File: config.mk
export PLATFORM = sky130hd
export DESIGN_NAME = aha_reset_sequencer_flat
export DESIGN_NICKNAME = d
export VERILOG_FILES = /design/src/rtl/aha_reset_pkg.sv /design/src/rtl/aha_reset_sequencer_if.sv /design/src/rtl/aha_reset_seq_timer.sv /design/src/rtl/aha_reset_sequencer.sv /design/src/flat_wrapper.sv
export SDC_FILE = /design/constraint.sdc
export NUM_CORES = 1
export LEC_CHECK = 0
export CORE_UTILIZATION = 41
export DETAILED_ROUTE_END_ITERATION = 12
export GPL_TIMING_DRIVEN = 0
export PLACE_DENSITY = 0.68
export SYNTH_ARGS = -nofsm -noshare
export SYNTH_HDL_FRONTEND = slang
export SYNTH_SLANG_ARGS = --single-unit
File: constraint.sdc
create_clock -name CLK -period 2.07 [get_ports CLK]
set_input_delay 0.414 -clock CLK [delete_from_list [all_inputs] [get_ports CLK]]
set_output_delay 0.414 -clock CLK [all_outputs]
set_load 0.01 [all_outputs]
File: src/rtl/aha_reset_pkg.sv
// aha_reset_pkg: shared state encoding, width helpers and parameter legality for the reset sequencer
package aha_reset_pkg;
    typedef enum logic [1:0] {HOLD, RELEASE, RUN, QUIESCE} seq_state_e;

    function automatic int timer_width(int assert_cycles, int stage_delay, int quiesce_timeout);
        int m;
        m = assert_cycles > stage_delay ? assert_cycles : stage_delay;
        m = m > quiesce_timeout ? m : quiesce_timeout;
        return $clog2(m + 1);
    endfunction

    function automatic int index_width(int num_stages);
        return num_stages > 1 ? $clog2(num_stages) : 1;
    endfunction

    function automatic bit params_ok(int num_stages, int assert_cycles, int stage_delay, int quiesce_timeout);
        return num_stages >= 1 && num_stages <= 8 && assert_cycles >= 1 && stage_delay >= 1 && quiesce_timeout >= 1;
    endfunction
endpackage

File: src/rtl/aha_reset_sequencer_if.sv
// aha_reset_sequencer_if: warm-reset handshake and staged reset outputs of the sequencer
interface aha_reset_sequencer_if #(parameter int NUM_STAGES = 4);
    logic                  SW_RESET_REQ;
    logic                  QUIESCE_ACK;
    logic                  QUIESCE_REQ;
    logic [NUM_STAGES-1:0] STAGE_RESETn;
    logic                  RESET_DONE;
    logic                  TIMEOUT_FLAG;
    modport master (
        input  SW_RESET_REQ, QUIESCE_ACK,
        output QUIESCE_REQ, STAGE_RESETn, RESET_DONE, TIMEOUT_FLAG
    );
    modport slave (
        output SW_RESET_REQ, QUIESCE_ACK,
        input  QUIESCE_REQ, STAGE_RESETn, RESET_DONE, TIMEOUT_FLAG
    );
endinterface

File: src/rtl/aha_reset_seq_timer.sv
// aha_reset_seq_timer: saturating edge counter, cleared on state change, flags the last edge of a wait
module aha_reset_seq_timer #(
    parameter int W = 7
) (
    input  logic         CLK,
    input  logic         RESETn,
    input  logic         clear,
    input  logic [W-1:0] last,
    output logic         expired
);
    logic [W-1:0] count;

    always_ff @(posedge CLK or negedge RESETn)
        if (!RESETn) count <= '0;
        else count <= clear ? '0 : (&count ? count : count + 1'b1);

    assign expired = count == last;
endmodule

File: src/rtl/aha_reset_sequencer.sv
// aha_reset_sequencer: holds per-stage resets, releases them in index order with a fixed gap,
// and performs software warm reset through a quiesce handshake with timeout.
module aha_reset_sequencer
    import aha_reset_pkg::*;
#(
    parameter int NUM_STAGES      = 4,
    parameter int ASSERT_CYCLES   = 8,
    parameter int STAGE_DELAY     = 16,
    parameter int QUIESCE_TIMEOUT = 64
) (
    input logic                   CLK,
    input logic                   RESETn,
    aha_reset_sequencer_if.master bus
);
    localparam int TW = timer_width(ASSERT_CYCLES, STAGE_DELAY, QUIESCE_TIMEOUT);
    localparam int IW = index_width(NUM_STAGES);

    if (!params_ok(NUM_STAGES, ASSERT_CYCLES, STAGE_DELAY, QUIESCE_TIMEOUT)) begin : g_illegal
        $error("aha_reset_sequencer: illegal parameter set");
    end

    seq_state_e            state, state_n;
    logic [NUM_STAGES-1:0] stage, stage_n;
    logic [IW-1:0]         idx, idx_n;
    logic [TW-1:0]         last;
    logic                  qreq, qreq_n, done, tflag, tflag_n, clear, expired;

    // the timer waits for the count belonging to the state it is currently in
    assign last = state == HOLD    ? TW'(ASSERT_CYCLES - 1) :
                  state == RELEASE ? TW'(STAGE_DELAY - 1)   : TW'(QUIESCE_TIMEOUT - 1);

    aha_reset_seq_timer #(.W(TW)) u_timer (
        .CLK     (CLK),
        .RESETn  (RESETn),
        .clear   (clear),
        .last    (last),
        .expired (expired)
    );

    always_comb begin
        state_n = state;
        stage_n = stage;
        idx_n   = idx;
        qreq_n  = qreq;
        tflag_n = tflag;
        clear   = 1'b0;
        case (state)
            HOLD: begin
                clear = bus.SW_RESET_REQ || expired;
                if (!bus.SW_RESET_REQ && expired) begin
                    stage_n = NUM_STAGES'(1);
                    state_n = NUM_STAGES == 1 ? RUN : RELEASE;
                end
            end
            RELEASE: begin
                clear = 1'b1;
                if (bus.SW_RESET_REQ) begin
                    state_n = HOLD;
                    stage_n = '0;
                    idx_n   = '0;
                end else if (idx == IW'(NUM_STAGES - 1)) begin
                    state_n = RUN;
                end else if (expired) begin
                    stage_n = (stage << 1) | NUM_STAGES'(1);
                    idx_n   = idx + 1'b1;
                end else begin
                    clear = 1'b0;
                end
            end
            RUN: begin
                if (bus.SW_RESET_REQ) begin
                    state_n = QUIESCE;
                    qreq_n  = 1'b1;
                    clear   = 1'b1;
                end
            end
            QUIESCE: begin
                // an ACK on the timeout edge counts as a clean drain
                if (bus.QUIESCE_ACK || expired) begin
                    state_n = HOLD;
                    stage_n = '0;
                    idx_n   = '0;
                    qreq_n  = 1'b0;
                    clear   = 1'b1;
                    tflag_n = tflag || !bus.QUIESCE_ACK;
                end
            end
            default: ;
        endcase
    end

    always_ff @(posedge CLK or negedge RESETn)
        if (!RESETn) begin
            state <= HOLD;
            stage <= '0;
            idx   <= '0;
            qreq  <= 1'b0;
            done  <= 1'b0;
            tflag <= 1'b0;
        end else begin
            state <= state_n;
            stage <= stage_n;
            idx   <= idx_n;
            qreq  <= qreq_n;
            done  <= state_n == RUN;
            tflag <= tflag_n;
        end

    assign bus.STAGE_RESETn = stage;
    assign bus.QUIESCE_REQ  = qreq;
    assign bus.RESET_DONE   = done;
    assign bus.TIMEOUT_FLAG = tflag;
endmodule

File: src/flat_wrapper.sv
// flat-port wrapper written by rule: the top's interface ports become plain ports
module aha_reset_sequencer_flat import aha_reset_pkg::*;
#(
    parameter int NUM_STAGES      = 4,
    parameter int ASSERT_CYCLES   = 8,
    parameter int STAGE_DELAY     = 16,
    parameter int QUIESCE_TIMEOUT = 64
)
  (CLK, RESETn, bus_SW_RESET_REQ, bus_QUIESCE_ACK, bus_QUIESCE_REQ, bus_STAGE_RESETn, bus_RESET_DONE, bus_TIMEOUT_FLAG);
  aha_reset_sequencer_if #(.NUM_STAGES(NUM_STAGES)) bus_i ();
  input logic CLK;
  input logic RESETn;
  input wire logic [$bits(bus_i.SW_RESET_REQ)-1:0] bus_SW_RESET_REQ;
  input wire logic [$bits(bus_i.QUIESCE_ACK)-1:0] bus_QUIESCE_ACK;
  output wire logic [$bits(bus_i.QUIESCE_REQ)-1:0] bus_QUIESCE_REQ;
  output wire logic [$bits(bus_i.STAGE_RESETn)-1:0] bus_STAGE_RESETn;
  output wire logic [$bits(bus_i.RESET_DONE)-1:0] bus_RESET_DONE;
  output wire logic [$bits(bus_i.TIMEOUT_FLAG)-1:0] bus_TIMEOUT_FLAG;
  assign bus_i.SW_RESET_REQ = bus_SW_RESET_REQ;
  assign bus_i.QUIESCE_ACK = bus_QUIESCE_ACK;
  assign bus_QUIESCE_REQ = bus_i.QUIESCE_REQ;
  assign bus_STAGE_RESETn = bus_i.STAGE_RESETn;
  assign bus_RESET_DONE = bus_i.RESET_DONE;
  assign bus_TIMEOUT_FLAG = bus_i.TIMEOUT_FLAG;
  aha_reset_sequencer #(.NUM_STAGES(NUM_STAGES), .ASSERT_CYCLES(ASSERT_CYCLES), .STAGE_DELAY(STAGE_DELAY), .QUIESCE_TIMEOUT(QUIESCE_TIMEOUT)) u_core (.CLK(CLK), .RESETn(RESETn), .bus(bus_i));
endmodule
-- Word-level counts from Yosys, hierarchy flattened
Index checks and enable logic that the tools add are counted.
- eq/ne operators: 12
- muxes and demuxes: 30
- reductions and logical operators: 15
- $add $sub $neg: 2
- operator list (cell ; count):
    $mux W7 ; 3
    $mux W4 ; 5
    $mux W2 ; 9
    $pmux W4 S3 ; 1
    $eq A2 B2 Y1 const B ; 4
    $pmux W2 S4 ; 1
    $add A7 B1 Y7 const B ; 1
    $eq A7 B7 Y1 ; 1
    $mux W1 ; 7
    $reduce_and A7 Y1 ; 1
    $mux W6 ; 1
    $reduce_and A5 Y1 ; 1
    $ne A2 B1 Y1 const B ; 2
    $ne A2 B2 Y1 const B ; 2
    $pmux W1 S4 ; 1
    $pmux W2 S2 ; 1
    $reduce_and A4 Y1 ; 1
    $reduce_bool A2 Y1 ; 2
    $logic_or A1 B1 Y1 ; 3
    $ne A3 B2 Y1 const B ; 1
    $ne A3 B3 Y1 const B ; 1
    $reduce_and A3 Y1 ; 1
    $reduce_bool A3 Y1 ; 1
    $add A2 B1 Y2 const B ; 1
    6 further kinds ; 7
- input bits: 4
- flip-flop bits (word level): 18
- word-level logic and storage cells: 66

-- Longest topological paths before layout
Gate-level depths: netlist (run 1).
- word-level depth: 9
- depth in mapped cells: 6
- depth with buffers taken out: 6

-- By module
Synthesis (run 1) repeated with hierarchy kept, for this count alone.
- cell total of the unflattened synthesis: 99
- area, all modules: 1006.0 um2
- by module, submodules not included (module ; instances ; area each (um2) ; sequential area each (um2) ; cells an instance):
    aha_reset_sequencer ; 1 ; 569.3 ; 275.3 ; 57
    aha_reset_seq_timer ; 1 ; 436.7 ; 175.2 ; 42

-- Worst setup path after synthesis (run 1)
Ideal clock, no wire load.
- path type: register to register
- start: register u_core.u_timer.count[0]
- end: register u_core.stage[1], in the netlist u_core.bus.STAGE_RESETn[1]
- cell stages (with the launch flop): 7
- arrival time: 1.499 ns
- required time: 1.949 ns
- path buffers: 0
- period minus slack after synthesis: 1.620 ns
- library setup time: 0.121 ns
- setup slack: 0.450 ns
- cells stage by stage: dfrtp_1 ha_1 nand3b_1 and4bb_1 o22ai_1 a21o_1 a22o_1
- longest elaborated chain between the ends: 4
- ends and longest elaborated chain (element ; RTL line ; RTL):
    start: declaration ; aha_reset_seq_timer.sv:11 ; logic [W-1:0] count;
    start signal: assignment ; aha_reset_seq_timer.sv:15 ; else count <= clear ? '0 : (&count ? count : count + 1'b1);
    $eq A7 B7 Y1 (*) ; aha_reset_seq_timer.sv:17 ; assign expired = count == last;
    $logic_and A1 B1 Y1 or $logic_or A1 B1 Y1 (tied branches) ; aha_reset_sequencer.sv:50, aha_reset_sequencer.sv:79 ;
    $ne A2 B2 Y1 (no source line) or $ne A2 B1 Y1 (tied branches) ; -- ;
    $reduce_and A5 Y1 (no source line) (*) ; -- ;
    end signal: assignment ; aha_reset_sequencer.sv:102 ; stage <= stage_n;
    end: declaration ; aha_reset_sequencer.sv:23 ; logic [NUM_STAGES-1:0] stage, stage_n;
Every way passes the cells marked *; elsewhere a longest branch is shown, timed or not.
A chain may end at the register's enable or synchronous reset.

-- Worst setup path after layout (run 1)
Same ends and word-level chain as after synthesis.

==> results of run 1 <==
cell families after synthesis:
kind of cell | after synthesis | synth area share [%]
XOR/XNOR | 3 | 2.580
AND/OR/NAND/NOR | 44 | 26.78
buffers and inverters | 4 | 4.177
multiplexers | 2 | 1.966
AO/OA/AOI/OAI | 25 | 17.81
flip-flops | 18 | 44.23
adder cells (fa/ha/maj) | 2 | 2.457
layer usage:
metal	wire length (um)	up-vias	GRT usage [%]	share of wire [%]
li1	-	387	-	-
met1	963	354	24.12	50
met2	892	7	27.14	47
met3	37	2	2.632	1.9
met4	16	0	9.009	0.84
met5	0	-	0	0
flip-flops by register name, summed over array words and instances (netlist names):
signal and flops:
u_core.bus.STAGE_RESETn 4, u_core.state 2, u_core.u_timer.count 7, u_core.bus.RESET_DONE 1, u_core.bus.TIMEOUT_FLAG 1, u_core.bus.QUIESCE_REQ 1, u_core.idx 2
worst paths after layout:
kind,slack (ns),startpoint,end,cells after the start
min,0.48,u_core.bus.TIMEOUT_FLAG,u_core.bus.TIMEOUT_FLAG,1
max reg2reg,0.22,u_core.u_timer.count[0],u_core.bus.STAGE_RESETn[1],6
max in group asynchronous,1.02,RESETn,u_core.u_timer.count[5],1
max,0.22,u_core.u_timer.count[0],u_core.bus.STAGE_RESETn[1],6
min in group asynchronous,0.57,RESETn,u_core.bus.QUIESCE_REQ,1
min reg2reg,0.48,u_core.bus.TIMEOUT_FLAG,u_core.bus.TIMEOUT_FLAG,1
cell usage after synthesis, types with 2 or more instances:
| master | count | share of area [%] |
|---|---|---|
| mux2i_1 | 2 | 2.0 |
| o21ai_0 | 3 | 1.5 |
| nor3_1 | 2 | 0.98 |
| clkbuf_8 | 2 | 2.7 |
| or3_4 | 2 | 2.2 |
| a21oi_1 | 5 | 2.5 |
| nand3b_1 | 2 | 1.5 |
| ha_1 | 2 | 2.5 |
| dfrtp_1 | 18 | 44 |
| a31oi_1 | 2 | 1.2 |
| and3_1 | 2 | 1.2 |
| nand2_1 | 9 | 3.3 |
| a22o_1 | 4 | 3.4 |
| xor2_1 | 2 | 1.7 |
| nand3_1 | 5 | 2.5 |
| a211oi_1 | 2 | 1.5 |
| nor2_1 | 11 | 4.1 |
stage by stage:
| step | total power [mW] | util [%] | setup slack (ns) |
|---|---|---|---|
| 2_1_floorplan | 0.8090 | - | 0.4499 |
| 3_3_place_gp | 0.9076 | 50.69 | 0.02928 |
| 3_5_place_dp | 0.9183 | 50.69 | 0.004773 |
| 4_1_cts | 1.138 | 52.28 | 0.2119 |
| 5_1_grt | 1.220 | 52.28 | 0.1126 |
| 6_report | 1.124 | 52.28 | 0.2172 |
cell usage in the layout, fill, tap and decap left out, types with 3 or more instances in the layout:
cell type,n
dfrtp_1,18
nor2_1,11
clkdlybuf4s50_1,10
nand2_1,9
nand3_1,5
a21oi_1,5
a22o_1,4
clkbuf_8,3
o21ai_0,3
clkbuf_4,3
area by class of cell:
| class | instances | area, um2 | area share [%] |
|---|---|---|---|
| sequential | 18 | 450.4 | 37.85 |
| multi-input combinational | 76 | 525.5 | 44.16 |
| timing repair buffer | 10 | 100.1 | 8.412 |
| clock buffer | 4 | 36.28 | 3.049 |
| tap | 28 | 35.03 | 2.944 |
| buffer | 4 | 42.54 | 3.575 |
power breakdown:
| part | internal [mW] | switching, mW | total [mW] |
|---|---|---|---|
| Clock | 0.107 | 0.107 | 0.214 |
| Sequential | 0.411 | 0.0545 | 0.465 |
| Combinational | 0.211 | 0.232 | 0.444 |
==> metrics.md, run 1 <==
| Metric | Value |
|---|---|
| Setup TNS | 0 ns |
| Worst-path maximum fanout | 5 |
| Clk pin slew, worst setup/hold paths | 0.10 ns |
| Tightest Pin Transition | 0.7727 ns |
| First-pass GRT wire length | about 3500 um |
| GR Overflow Total | 0 |
| FP Rows | 17 |
| Dpl hpwl | around 1400 um |
| Initial Util | between 40% and 50% |
| Final Setup Violations | 0 |
| Via count | 750 |
| Max Buffers Root-to-Sink | 2 |
| Area growth syn-to-layout | 16.83% |
| Seq/Total Area, Yosys | between 40% and 50% |
| Nets | 119 |
| MaxCap Viol Count | 0 |
| Port bufs | 10 |
| Post-route ant nets | 0 |
| Post-Route WL | 1909 um |
| Fin Clk Skew | around 0.0011 ns |
| Synth unique cells | 40 |
| Core region area | 2276 um2 |
| Pleak | 0.5561 nW |
| Vias in the first global route | 764 |
| Placed Area | between 1000 and 1500 um2 |
| Die X-Extent | 51.84 um |
| CP max-delay cell | dfrtp_1 |
| Die Ht | 51.84 um |
| Initial DRC count | 9 |
| Post-CTS setup buffers | 0 |
| CP max stage delay | just over 0.4 ns |
| Net Count, Synth | 104 |
| GPL Wtd Cong | about 0.9 |
| Router iterations before antenna repair | 2 |
| Via/cell ratio | 5.357 |
| Num CTS Buffers | 3 |
| CP endpoint kind | flop |
| Clock Sinks | 18 |
| Ys async rst share | between 90% and 100% |
| Nature of the critical path startpoint | flop |
| Cell area after layout | 1190 um2 |
| Number of enable flip-flop cells after synthesis | 0 |
| Outcome | complete, no violations |
| DRC | 0 |
| Post-synthesis cell count | just under 100 |
| Clock Latency Late Sink | 0.29 ns |
| CTS root buf | clkbuf_4 |
| Delay-heaviest family, CP | compound AO/OA/AOI/OAI gates |
| Layout cells sized above 1 | between 10% and 20% |
| Prevailing post-synth register cell | dfrtp_1 |
| Mean Syn Cell Area | 10.39 um2 |
| # IOs | 11 |
| Post-CTS resize count | 0 |
| Worst min path class | flop to flop |
| Hold Violations, Final | 0 |
| Synth warn | 0 |
| Worst IR drop on VDD | 0.5287 mV |
| Largest net degree at the start of global routing | 19 |
| Slew Viols, Final | 0 |
| WS Path Type | flop to flop |
| Synth Cell Area | 1018 um2 |
| Hold-fix buffers, CTS | 0 |
| CP cell instances | ha_1, nand3b_1, and4bb_1, o22ai_1, a21o_1, a22o_1 |
| # fillers | 204 |
| Crit path arrival time | between 2 and 2.5 ns |
| Slew headroom | 48.33% |
| Initial antenna violation count | 0 |
| Fmax | 0.5397 GHz |
| Worst Path Buf+Inv | 0 |
| GRT Util Overall | about 18% |
| CP required | 2.26 ns |
| Post-route insts no fill | 140 |
| Die area | between 2000 and 3000 um2 |
| Synth Register Bits | 18 |
| H-tree depth | 1 |
| RSZ-0062 raised after global routing | false |
| Routed len/inst | 13.64 um |
| Crit share post-route | 89.51% |
| Cell Pwr Density | ~940 nW/um2 |
| ANT cells | 0 |
| Tmin final | 1.853 ns |
| Placed Cells | 136 |
| CTS tree | done |
| Worst hold slack | about 0.48 ns |
Power figures use the tool's default switching activity.
==> inputs of run 2 (changes only) <==
--- a/config.mk
+++ b/config.mk
@@ -5,6 +5,7 @@
 export SDC_FILE = /design/constraint.sdc
 export NUM_CORES = 1
 export LEC_CHECK = 0
+export CORE_ASPECT_RATIO = 1.75
 export CORE_UTILIZATION = 41
 export DETAILED_ROUTE_END_ITERATION = 12
 export GPL_TIMING_DRIVEN = 0
==> metrics.md, run 2 (synthesized netlist as in run 1, its figures left out) <==
| Metric | Value |
|---|---|
| Worst min path class | flop to flop (unchanged) |
| DRC | 0 (unchanged) |
| Final Setup Violations | 0 (unchanged) |
| Area growth syn-to-layout | 18.31% (was 16.83%) |
| Most flops, register | u_core.u_timer.count (unchanged) |
| Fmax | 0.5492 GHz (was 0.5397 GHz) |
| Post-layout util | 51.69% (was 52.28%) |
| GR Overflow Total | 0 (unchanged) |
| Crit path arrival time | 1.97 ns (was 2.04 ns) |
| Slew headroom | 46.26% (was 48.33%) |
| WS Path Type | primary input to flop (was flop to flop) |
| Worst IR drop on VDD | 0.6126 mV (was 0.5287 mV) |
| GRT Util Overall | 16.58% (was 17.73%) |
| Initial DRC count | 18 (was 9) |
| Clock Latency Late Sink | 0.25 ns (was 0.29 ns) |
| Routed len/inst | 13.80 um (was 13.64 um) |
| Num CTS Buffers | 3 (unchanged) |
| Initial Util | 43.69% (was 44.75%) |
| CTS root buf | clkbuf_8 (was clkbuf_4) |
| Clock Sinks | 18 (unchanged) |
| FP Rows | 23 (was 17) |
| CP endpoint kind | flop (unchanged) |
| Post-CTS setup buffers | 0 (unchanged) |
| Tmin final | 1.821 ns (was 1.853 ns) |
| Post-route insts no fill | 137 (was 140) |
| Via count | 770 (was 750) |
| H-tree depth | 1 (unchanged) |
| Nets | 119 (unchanged) |
| Layout cells sized above 1 | 16.07% (unchanged) |
| Slew Viols, Final | 0 (unchanged) |
| Via/cell ratio | 5.620 (was 5.357) |
| Placed Cells | 133 (was 136) |
| RSZ-0062 raised after global routing | false (unchanged) |
| Pwr Total | 1.203 mW (was 1.124 mW) |
| Initial antenna violation count | 0 (unchanged) |
| Dpl hpwl | 1461 um (was 1372 um) |
| Max reg flops | 7 (unchanged) |
| Most common cell after layout, fill and taps aside | dfrtp_1 (unchanged) |
| GPL Wtd Cong | 0.7928 (was 0.8914) |
| Clk pin slew, worst setup/hold paths | 0.07 ns (was 0.10 ns) |
| Hold-fix buffers, CTS | 0 (unchanged) |
| Max Buffers Root-to-Sink | 2 (unchanged) |
| Largest net degree at the start of global routing | 19 (unchanged) |
| Worst hold slack | 0.4703 ns (was 0.4779 ns) |
| Die Ht | 67.93 um (was 51.84 um) |
| CTS tree | done (unchanged) |
| Nature of the critical path startpoint | primary input (was flop) |
| First-pass GRT wire length | 3229 um (was 3505 um) |
| Post-Route WL | 1890 um (was 1909 um) |
| Met1 wire length | 780 um (was 963 um) |
| Met2 wire len | 1067 um (was 892 um) |
| DR WL met3 | 33 um (was 37 um) |
| ANT cells | 0 (unchanged) |
| Post-route ant nets | 0 (unchanged) |
| # IOs | 11 (unchanged) |
| Core region area | 2331 um2 (was 2276 um2) |
| Router iterations before antenna repair | 3 (was 2) |
| Vias in the first global route | 745 (was 764) |
| Commonest cells after routing, fill and taps aside | 18 x dfrtp_1, 11 x nor2_1, 10 x clkdlybuf4s50_1, 9 x nand2_1, 6 x clkbuf_8 (was 18 x dfrtp_1, 11 x nor2_1, 10 x clkdlybuf4s50_1, 9 x nand2_1) |
| Outcome | complete, no violations (unchanged) |
| Crit share post-route | 87.97% (was 89.51%) |
| Pleak | 0.5639 nW (was 0.5561 nW) |
| Tightest Pin Transition | 0.8036 ns (was 0.7727 ns) |
| Worst-path maximum fanout | 7 (was 5) |
| Cell Pwr Density | 998.0 nW/um2 (was 944.3 nW/um2) |
| MaxCap Viol Count | 0 (unchanged) |
| Post-CTS resize count | 0 (unchanged) |
| Die area | 2695 um2 (was 2687 um2) |
| Hold Violations, Final | 0 (unchanged) |
| CP required | 2.22 ns (was 2.26 ns) |
| Port bufs | 10 (unchanged) |
| Die X-Extent | 39.68 um (was 51.84 um) |
| Fin Clk Skew | 0.002919 ns (was 0.001110 ns) |
| Setup TNS | 0 ns (unchanged) |
| Top routing layer used | met4 (unchanged) |
[run 2: worst paths after layout]
check	slack (ns)	endpoint	cells after the start	from
hold / removal	0.47	u_core.bus.TIMEOUT_FLAG	1	u_core.bus.TIMEOUT_FLAG
setup reg to reg	0.26	u_core.bus.STAGE_RESETn[2]	6	u_core.u_timer.count[0]
min in group asynchronous	0.63	u_core.idx[0]	1	RESETn
hold reg to reg	0.47	u_core.bus.TIMEOUT_FLAG	1	u_core.bus.TIMEOUT_FLAG
max in group asynchronous	0.95	u_core.u_timer.count[0]	1	RESETn
setup / recovery	0.25	u_core.bus.STAGE_RESETn[2]	6	bus_SW_RESET_REQ
[run 2: critical path, cell delays in order]
cell and delay, ns:
clkdlybuf4s50_1 0.53, nor2_1 0.23, and4bb_1 0.29, o22ai_1 0.09, a21o_1 0.18, a22o_1 0.23
[run 2: metrics by stage]
stage	instance area (um2)	worst slack (ns)
after floorplan	1018	0.4499
after global placement	1150	-0.01812
after detailed placement	1150	-0.02203
after CTS	1205	0.2434
after global routing	1205	0.1167
final	1205	0.2491
[run 2: power by group]
part           leakage [nW]  internal, mW  switching (mW)
sequential            0.243         0.412          0.0562
clock                0.0288         0.169           0.118
combinational         0.292         0.211           0.237
[run 2: per-layer routing]
layer	global-route usage [%]	vias up
met5	0	-
met4	3.879	0
met2	32.17	8
met1	17.63	376
met3	1.948	2
li1	-	384
[run 2: area by class of cell]
cell class | count | area (um2)
Clock buffer | 4 | 55.05
Fill cell | 212 | 1126
Timing Repair Buffer | 10 | 100.1
Sequential cell | 18 | 450.4
Buffer | 4 | 42.54
Tap cell | 25 | 31.28
Multi-Input combinational cell | 76 | 525.5
==> inputs of run 3 (changes only) <==
--- a/config.mk
+++ b/config.mk
@@ -5,6 +5,7 @@
 export SDC_FILE = /design/constraint.sdc
 export NUM_CORES = 1
 export LEC_CHECK = 0
+export ABC_CLOCK_PERIOD_IN_PS = 2070
 export CORE_ASPECT_RATIO = 1.75
 export CORE_UTILIZATION = 41
 export DETAILED_ROUTE_END_ITERATION = 12
==> results of run 3 <==
Final layout, timing and power as in run 2 (identical DEF).
